`config.mk`:
```
export PLATFORM = sky130hd
export DESIGN_NAME = ascon_sequencer
export DESIGN_NICKNAME = d
export VERILOG_FILES = /design/src/rtl/ascon_sequencer.sv
export SDC_FILE = /design/constraint.sdc
export NUM_CORES = 1
export LEC_CHECK = 0
export BUFFER_PORTS_ARGS = -buffer_cell sky130_fd_sc_hd__buf_4
export CORE_AREA = 10 10 346 348
export DETAILED_ROUTE_END_ITERATION = 10
export DIE_AREA = 0 0 356 358
export GPL_TIMING_DRIVEN = 0
export PLACE_DENSITY = 0.42
export SLEW_MARGIN = 20
export SYNTH_ARGS = -nofsm -noshare
export SYNTH_HDL_FRONTEND = slang
export SYNTH_SLANG_ARGS = --single-unit
```
`constraint.sdc`:
```
create_clock -name clk -period 5.6 [get_ports clk]
set_input_delay 0.84 -clock clk [delete_from_list [all_inputs] [get_ports clk]]
set_output_delay 0.84 -clock clk [all_outputs]
set_load 0.1 [all_outputs]
```
`src/rtl/ascon_sequencer.sv`:
```
// Job sequencer for an Ascon AEAD/hash core: walks the init, AD, message or
// hash-squeeze and finalization phases, streams 128-bit blocks, reports done/error.
module ascon_sequencer #(
  parameter int HASH_WORDS = 4
) (
  input  logic         clk,
  input  logic         rst_n,
  input  logic         start,
  input  logic [1:0]   cfg_mode,
  input  logic [1:0]   cfg_sel_type,
  input  logic [31:0]  cfg_ad_len,
  input  logic [31:0]  cfg_msg_len,
  input  logic         in_valid,
  input  logic [127:0] in_data,
  output logic         in_ready,
  output logic         out_valid,
  output logic [127:0] out_data,
  input  logic         out_ready,
  output logic [127:0] tag_out,
  output logic         busy,
  output logic         job_done,
  output logic         job_err,
  output logic [1:0]   core_sel_type,
  output logic         core_mode_dec,
  output logic [31:0]  core_data_length,
  output logic [31:0]  core_data_position,
  output logic [127:0] core_data_in,
  output logic         core_en_init,
  output logic         core_en_ad,
  output logic         core_en_ed,
  output logic         core_en_hash,
  output logic         core_en_final,
  input  logic [127:0] core_data_out,
  input  logic [127:0] core_tag,
  input  logic         core_done,
  input  logic         core_err
);

  typedef enum logic [3:0] {
    IDLE, INIT, AD_REQ, AD_WAIT, MSG_REQ, MSG_WAIT, MSG_OUT,
    HASH_REQ, HASH_WAIT, HASH_OUT, FINAL, DONE
  } state_e;

  typedef enum logic [1:0] {
    MODE_ENC  = 2'd0,
    MODE_DEC  = 2'd1,
    MODE_HASH = 2'd2,
    MODE_RSVD = 2'd3
  } mode_e;

  localparam logic [31:0] HASH_WORDS_C = 32'(HASH_WORDS);

  // ceil(len/16) with a 33-bit sum so len=FFFFFFFF does not wrap to zero.
  function automatic logic [31:0] block_count(input logic [31:0] len);
    logic [32:0] sum;
    sum = {1'b0, len} + 33'd15;
    return {3'b000, sum[32:4]};
  endfunction

  state_e        state_q, state_d;
  mode_e         mode_q, mode_d;
  logic [1:0]    sel_q, sel_d;
  logic [31:0]   ad_len_q, ad_len_d;
  logic [31:0]   msg_len_q, msg_len_d;
  logic [31:0]   ad_blk_q, ad_blk_d;
  logic [31:0]   msg_blk_q, msg_blk_d;
  logic [31:0]   idx_q, idx_d;
  logic          wait_q, wait_d;
  logic [127:0]  din_q, din_d;
  logic [127:0]  dout_q, dout_d;
  logic          ovalid_q, ovalid_d;
  logic [127:0]  tag_q, tag_d;
  logic          err_q, err_d;

  logic          any_en;
  logic          timeout;
  logic          abort;
  logic [31:0]   idx_inc;

  // Core enables decode straight from the state, so only one can ever be high.
  assign core_en_init  = (state_q == INIT);
  assign core_en_ad    = (state_q == AD_WAIT);
  assign core_en_ed    = (state_q == MSG_WAIT);
  assign core_en_hash  = (state_q == HASH_WAIT);
  assign core_en_final = (state_q == FINAL);

  assign any_en  = core_en_init | core_en_ad | core_en_ed | core_en_hash | core_en_final;
  // wait_q marks the second WAIT cycle; no core_done by then is a hang.
  assign timeout = (core_en_ad | core_en_ed | core_en_hash) & wait_q & ~core_done;
  assign abort   = (core_err & any_en) | timeout;
  assign idx_inc = idx_q + 32'd1;

  assign in_ready      = (state_q == AD_REQ) || (state_q == MSG_REQ);
  assign out_valid     = ovalid_q;
  assign out_data      = dout_q;
  assign tag_out       = tag_q;
  assign busy          = (state_q != IDLE);
  assign job_done      = (state_q == DONE);
  assign job_err       = err_q;
  assign core_sel_type = sel_q;
  assign core_mode_dec = (mode_q == MODE_DEC);
  assign core_data_in  = din_q;

  assign core_data_position = (idx_q[31:28] != 4'h0) ? 32'hFFFF_FFF0 : {idx_q[27:0], 4'h0};

  always_comb begin
    core_data_length = '0;
    case (state_q)
      INIT, AD_REQ, AD_WAIT: core_data_length = ad_len_q;
      MSG_REQ, MSG_WAIT, MSG_OUT, HASH_REQ, HASH_WAIT, HASH_OUT, FINAL:
        core_data_length = msg_len_q;
      default: core_data_length = '0;
    endcase
  end

  always_comb begin
    // NOTE: every variable gets a default before the case so no path leaves it
    // unassigned; otherwise synthesis infers a latch to hold the old value.
    state_d   = state_q;
    mode_d    = mode_q;
    sel_d     = sel_q;
    ad_len_d  = ad_len_q;
    msg_len_d = msg_len_q;
    ad_blk_d  = ad_blk_q;
    msg_blk_d = msg_blk_q;
    idx_d     = idx_q;
    wait_d    = 1'b0;
    din_d     = din_q;
    dout_d    = dout_q;
    ovalid_d  = ovalid_q;
    tag_d     = tag_q;
    err_d     = 1'b0;

    case (state_q)
      IDLE: begin
        if (start) begin
          if (mode_e'(cfg_mode) == MODE_RSVD) begin
            err_d = 1'b1;
          end else begin
            mode_d    = mode_e'(cfg_mode);
            sel_d     = cfg_sel_type;
            ad_len_d  = cfg_ad_len;
            msg_len_d = cfg_msg_len;
            ad_blk_d  = block_count(cfg_ad_len);
            msg_blk_d = block_count(cfg_msg_len);
            idx_d     = '0;
            tag_d     = '0;
            state_d   = INIT;
          end
        end
      end
      INIT: begin
        if (mode_q == MODE_HASH)    state_d = HASH_REQ;
        else if (ad_blk_q != '0)    state_d = AD_REQ;
        else if (msg_blk_q != '0)   state_d = MSG_REQ;
        else                        state_d = FINAL;
      end
      AD_REQ: begin
        if (in_valid) begin
          din_d   = in_data;
          state_d = AD_WAIT;
        end
      end
      AD_WAIT: begin
        if (core_done) begin
          if (idx_inc == ad_blk_q) begin
            idx_d   = '0;
            state_d = (msg_blk_q != '0) ? MSG_REQ : FINAL;
          end else begin
            idx_d   = idx_inc;
            state_d = AD_REQ;
          end
        end else begin
          wait_d = 1'b1;
        end
      end
      MSG_REQ: begin
        if (in_valid) begin
          din_d   = in_data;
          state_d = MSG_WAIT;
        end
      end
      MSG_WAIT: begin
        if (core_done) state_d = MSG_OUT;
        else           wait_d  = 1'b1;
      end
      HASH_REQ: state_d = HASH_WAIT;
      HASH_WAIT: begin
        if (core_done) state_d = HASH_OUT;
        else           wait_d  = 1'b1;
      end
      MSG_OUT, HASH_OUT: begin
        // The core output register is valid the cycle after core_done.
        if (!ovalid_q) begin
          dout_d   = (state_q == HASH_OUT) ? {core_data_out[127:64], 64'h0} : core_data_out;
          ovalid_d = 1'b1;
        end else if (out_ready) begin
          ovalid_d = 1'b0;
          if (state_q == MSG_OUT) begin
            if (idx_inc == msg_blk_q) begin
              idx_d   = '0;
              state_d = FINAL;
            end else begin
              idx_d   = idx_inc;
              state_d = MSG_REQ;
            end
          end else begin
            if (idx_inc == HASH_WORDS_C) begin
              idx_d   = '0;
              state_d = FINAL;
            end else begin
              idx_d   = idx_inc;
              state_d = HASH_REQ;
            end
          end
        end
      end
      FINAL: begin
        tag_d   = core_tag;
        state_d = DONE;
      end
      DONE: begin
        idx_d   = '0;
        state_d = IDLE;
      end
      default: state_d = IDLE;
    endcase

    if (abort) begin
      state_d  = IDLE;
      err_d    = 1'b1;
      ovalid_d = 1'b0;
      idx_d    = '0;
      wait_d   = 1'b0;
      tag_d    = tag_q;
    end
  end

  // NOTE: the data registers are reset as well because every output, including
  // tag_out and core_data_in, must read zero while rst_n is low.
  always_ff @(posedge clk or negedge rst_n) begin
    if (!rst_n) begin
      state_q   <= IDLE;
      mode_q    <= MODE_ENC;
      sel_q     <= '0;
      ad_len_q  <= '0;
      msg_len_q <= '0;
      ad_blk_q  <= '0;
      msg_blk_q <= '0;
      idx_q     <= '0;
      wait_q    <= 1'b0;
      din_q     <= '0;
      dout_q    <= '0;
      ovalid_q  <= 1'b0;
      tag_q     <= '0;
      err_q     <= 1'b0;
    end else begin
      // NOTE: non-blocking assignments so every register samples the
      // pre-edge values regardless of statement order.
      state_q   <= state_d;
      mode_q    <= mode_d;
      sel_q     <= sel_d;
      ad_len_q  <= ad_len_d;
      msg_len_q <= msg_len_d;
      ad_blk_q  <= ad_blk_d;
      msg_blk_q <= msg_blk_d;
      idx_q     <= idx_d;
      wait_q    <= wait_d;
      din_q     <= din_d;
      dout_q    <= dout_d;
      ovalid_q  <= ovalid_d;
      tag_q     <= tag_d;
      err_q     <= err_d;
    end
  end

endmodule

```
==> results.txt <==
The run finished with clean final reports. The count of input and output buffers came out at 914. The aggregate global routing overflow is 0. The wire length of the first global-routing pass came out at ~210,000 um. The average cell area after synthesis came out at approximately 9.2 sq um. The worst-case headroom to the max-slew limit came out at 0.225. Static timing analysis puts the maximum clock frequency at 0.192 GHz. For this design the ratio of total power to cell area is 713 nW/um^2. Among all flip-flop cells after synthesis, the most frequent one is sky130_fd_sc_hd__dfrtp_1. The area used by sequential logic in the layout came out at about 14,000 sq um. On the worst path, the slowest cell contributes a delay of 0.63 ns. The length in cells of the worst reg-to-reg path came out at 14. The via count of the first global-routing pass is 25,400. The count of final setup violators came out at 0. The total instance count after detailed placement is 5,226. The area overhead of the layout relative to synthesis came out at 43.7%. STA puts the critical path data arrival time at 5.72 ns. The largest net degree at the start of global routing came out at 87. The number of routed nets with antenna violations is 0. The multi-input gate area in the final layout is 11,300 sq um. For the pin with the worst max-slew slack, the measured transition is 1.15 ns. The maximum level of the CTS H-tree is 3. The reg-to-reg startpoint is idx_q[0].

The die covers 127,000 sq um. For this run, design rule violations remaining after detail routing come to 0. The congestion estimate from routability-driven global placement came to 0.941. The most critical setup path has its startpoint at idx_q[0]. The detailed router finished its first iteration with about 2,100 violations. In this run the critical register-to-register path is captured at idx_q[25]. Before antenna repair, the detailed router went through 6 iterations. The overall via count from detail_route came out at 24,900. The final period demand of the worst path came out at about 5.2 ns. In this run the worst path has a maximum fanout of 10. The synthesized area is 25,900 sq um. The share of layout cells above drive strength 1 came out at 0.312. The count of final hold-check violations is 0.

The slowest stage of the critical path belongs to the cell sky130_fd_sc_hd__or4_4. The critical path is of the reg -> reg type. The count of boundary I/O pins came out at 920.

Row generation in the floorplan step produced 123 rows. In this run the clock root is driven by a sky130_fd_sc_hd__clkbuf_16. The die height came out at roughly 360 um. The chip width is 356 um. Leaving out fill and tap cells, the most frequent cell in the layout is sky130_fd_sc_hd__buf_4. The quantity of gates resized following cts came out at 0. The number of nets in the layout came out at about 4,300. The CTS sink count came out at 549. The distinct cell type count of the synthesized netlist is 78. For this run, the number of standard cells in the final layout without fillers is 5,355. Of the synthesized area, sequential elements account for 0.531.

The number of vias per cell after detailed routing is 4.66. The number of max-cap violations came out at 0. The synthesized netlist cell count came out at 2,801. The maximum clock insertion buffer count came out at 3.

The region available for standard cell placement spans 112,000 sq um. After detailed routing, the total wire length is 153,000 um. The HPWL after detailed placement came out at 127,000 um. The most repeated library cell on the critical path is sky130_fd_sc_hd__or4_4. The class of the most critical hold timing path is in -> async.

The required time of the worst setup path is around 6.1 ns. In this run the static leakage power is 17.5 nW. The worst voltage drop across the vdd grid is approximately 0.47 mV.

Traced cell by cell, the critical path runs through ha_1 > buf_2 > nand3_1 > or4_4 > buf_6 > nor4_4 > xnor3_1 > or4_1 > or4_4 > o211ai_2 > nand2_2 > clkbuf_1 > o21ai_0 > nand2_1. The worst clock skew on the final layout came out at 0.0292 ns. Of the available clock period, the critical path in the final layout requires 0.929. The async set-or-reset flop fraction in the synthesized netlist came out at 1.00.

For this configuration, the core starts out at a cell density of 0.230. The initial antenna violation count came out at 14. The number of max-slew violations in the final report is 0. Setup repair after global routing left no endpoint under its margin. In this run the worst setup path terminates at idx_q[25]. For flop-to-flop paths, the worst setup slack is 0.40 ns. TritonCTS built the clock tree. The synthesis warning total came out at 0. Counting flops and latches in the post-synthesis netlist gives 549.

The register clock-pin slew on the reported worst setup and hold paths came out at about 0.060 ns. Buffers inserted to repair hold after CTS numbered 0. The library cells used most frequently in the layout, excluding fill and tap cells, are sky130_fd_sc_hd__buf_4 (921), sky130_fd_sc_hd__nand2_1 (910), sky130_fd_sc_hd__dfrtp_1 (549). The fill cell instance count of the final layout came out at about 12,000. Counting flops with a built-in enable in the synthesized netlist gives 0. The aggregate negative setup slack is 0 ns. The overall routing resource usage is 0.229. The worst setup path is launched from a register. The clock insertion delay at the later pin of the skew report is 0.65 ns. The number of setup buffers added after CTS is 0.

Dividing the detail-routed wire length by the instance count gives ~29 um. The sort of element at the end of the critical path is a register. The CTS buffer count came out at 71.
## cells in the mapped netlist (6+ instances only)
| cell | number | share of area |
|---|---|---|
| sky130_fd_sc_hd__nand3_1 | 123 | 0.024 |
| sky130_fd_sc_hd__mux2i_1 | 8 | 0.0031 |
| sky130_fd_sc_hd__o21ai_0 | 233 | 0.045 |
| sky130_fd_sc_hd__nor2_1 | 81 | 0.012 |
| sky130_fd_sc_hd__xnor2_1 | 76 | 0.026 |
| sky130_fd_sc_hd__and2_1 | 10 | 0.0024 |
| sky130_fd_sc_hd__xor2_1 | 52 | 0.018 |
| sky130_fd_sc_hd__inv_1 | 25 | 0.0036 |
| sky130_fd_sc_hd__nor2b_1 | 16 | 0.0039 |
| sky130_fd_sc_hd__o21ai_1 | 6 | 0.0012 |
| sky130_fd_sc_hd__a21oi_1 | 51 | 0.0099 |
| sky130_fd_sc_hd__nor4_1 | 46 | 0.011 |
| sky130_fd_sc_hd__nand2b_1 | 30 | 0.0073 |
| sky130_fd_sc_hd__dfrtp_1 | 549 | 0.53 |
| sky130_fd_sc_hd__o211ai_1 | 6 | 0.0017 |
| sky130_fd_sc_hd__mux2_2 | 131 | 0.057 |
| sky130_fd_sc_hd__nor3_1 | 29 | 0.0056 |
| sky130_fd_sc_hd__or3_1 | 13 | 0.0031 |
| sky130_fd_sc_hd__o2111ai_1 | 10 | 0.0034 |
| sky130_fd_sc_hd__buf_2 | 7 | 0.0014 |
| sky130_fd_sc_hd__a22o_1 | 35 | 0.012 |
| sky130_fd_sc_hd__or4_1 | 13 | 0.0038 |
| sky130_fd_sc_hd__and3_1 | 14 | 0.0034 |
| sky130_fd_sc_hd__xnor3_1 | 10 | 0.0087 |
| sky130_fd_sc_hd__clkbuf_1 | 165 | 0.024 |
| sky130_fd_sc_hd__nand2_1 | 910 | 0.13 |
| sky130_fd_sc_hd__buf_4 | 6 | 0.0017 |
| sky130_fd_sc_hd__buf_1 | 9 | 0.0013 |
| sky130_fd_sc_hd__a31oi_1 | 6 | 0.0015 |
| sky130_fd_sc_hd__nand4_1 | 37 | 0.0089 |
## cell families after synthesis
group	count (synthesis)	synth area share
AO/OA/AOI/OAI	403	0.0936
buffers and inverters	216	0.0337
AND/OR/NAND/NOR	1353	0.228
multiplexers	139	0.0601
adder cells (fa/ha/maj)	1	0.000484
XOR/XNOR	139	0.0530
flip-flops	549	0.531
other	1	0.000145
## power breakdown
part           switching [mW]  internal, mW  total (mW)
clock                    1.92          2.68        4.60
combinational            12.2          3.23        15.4
sequential               1.05          5.40        6.45
total                    15.2          11.3        26.5
## per-stage QoR
| stage | hold slack, ns | instance area [sq um] | power (mW) | util | worst slack [ns] |
|---|---|---|---|---|---|
| 5_1_grt | 0.165 | 37200 | 27.5 | 0.331 | 0.0992 |
| 3_3_place_gp | 0.452 | 34600 | 22.0 | 0.308 | -3.32 |
| 2_1_floorplan | 0.446 | 25900 | 17.5 | - | 1.25 |
| 6_report | 0.131 | 37200 | 26.5 | 0.331 | 0.398 |
| 3_5_place_dp | 0.457 | 34900 | 22.0 | 0.310 | 0.424 |
| 4_1_cts | 0.138 | 37100 | 26.7 | 0.331 | 0.416 |
## area by class of cell
class                   instances  area share
flip-flops and latches        549       0.370
diodes                          6    0.000404
well taps                    1500      0.0505
inverters                      25     0.00252
multi-input cells            2039       0.305
clock buffers                 111      0.0575
repair buffers                922       0.190
plain buffers                 191      0.0210
clock inverters                12     0.00417
## critical path, delay by kind of cell (launching register included)
family	cells	cell delay (ns)
fa+ha+maj	1	0.21
buf+inv	3	0.75
compound gates	2	0.51
flops	1	0.57
simple gates	7	2.71
xor+xnor	1	0.30
## registers in the layout (all words and copies together), names as in the netlist, 4 cells and up
signal / cells
ad_blk_q: 29
ad_len_q: 32
msg_len_q: 32
state_q: 4
msg_blk_q: 29
core_data_in: 128
out_data: 128
idx_q: 32
tag_out: 128
## worst min-delay path by stage
stage / start / endpoint / depth (start not counted)
finish: rst_n / tag_out[33] / 1
global route: rst_n / tag_out[33] / 1
CTS: rst_n / tag_out[33] / 1
detailed placement: out_data[22] / out_data[22] / 2
global placement: out_data[2] / out_data[2] / 2
floorplan: ad_len_q[0] / ad_len_q[0] / 2
## routing by layer
layer | part of all wire | GRT usage | wire length [um] | vias to the layer above
li1 | - | - | - | 11500
met1 | 0.40 | 0.279 | 61300 | 12400
met2 | 0.50 | 0.393 | 75800 | 857
met3 | 0.078 | 0.0702 | 11900 | 153
met4 | 0.024 | 0.0555 | 3690 | 14
met5 | 0.00062 | 0 | 95 | -
Note: power is estimated with default switching activity, not from simulation.
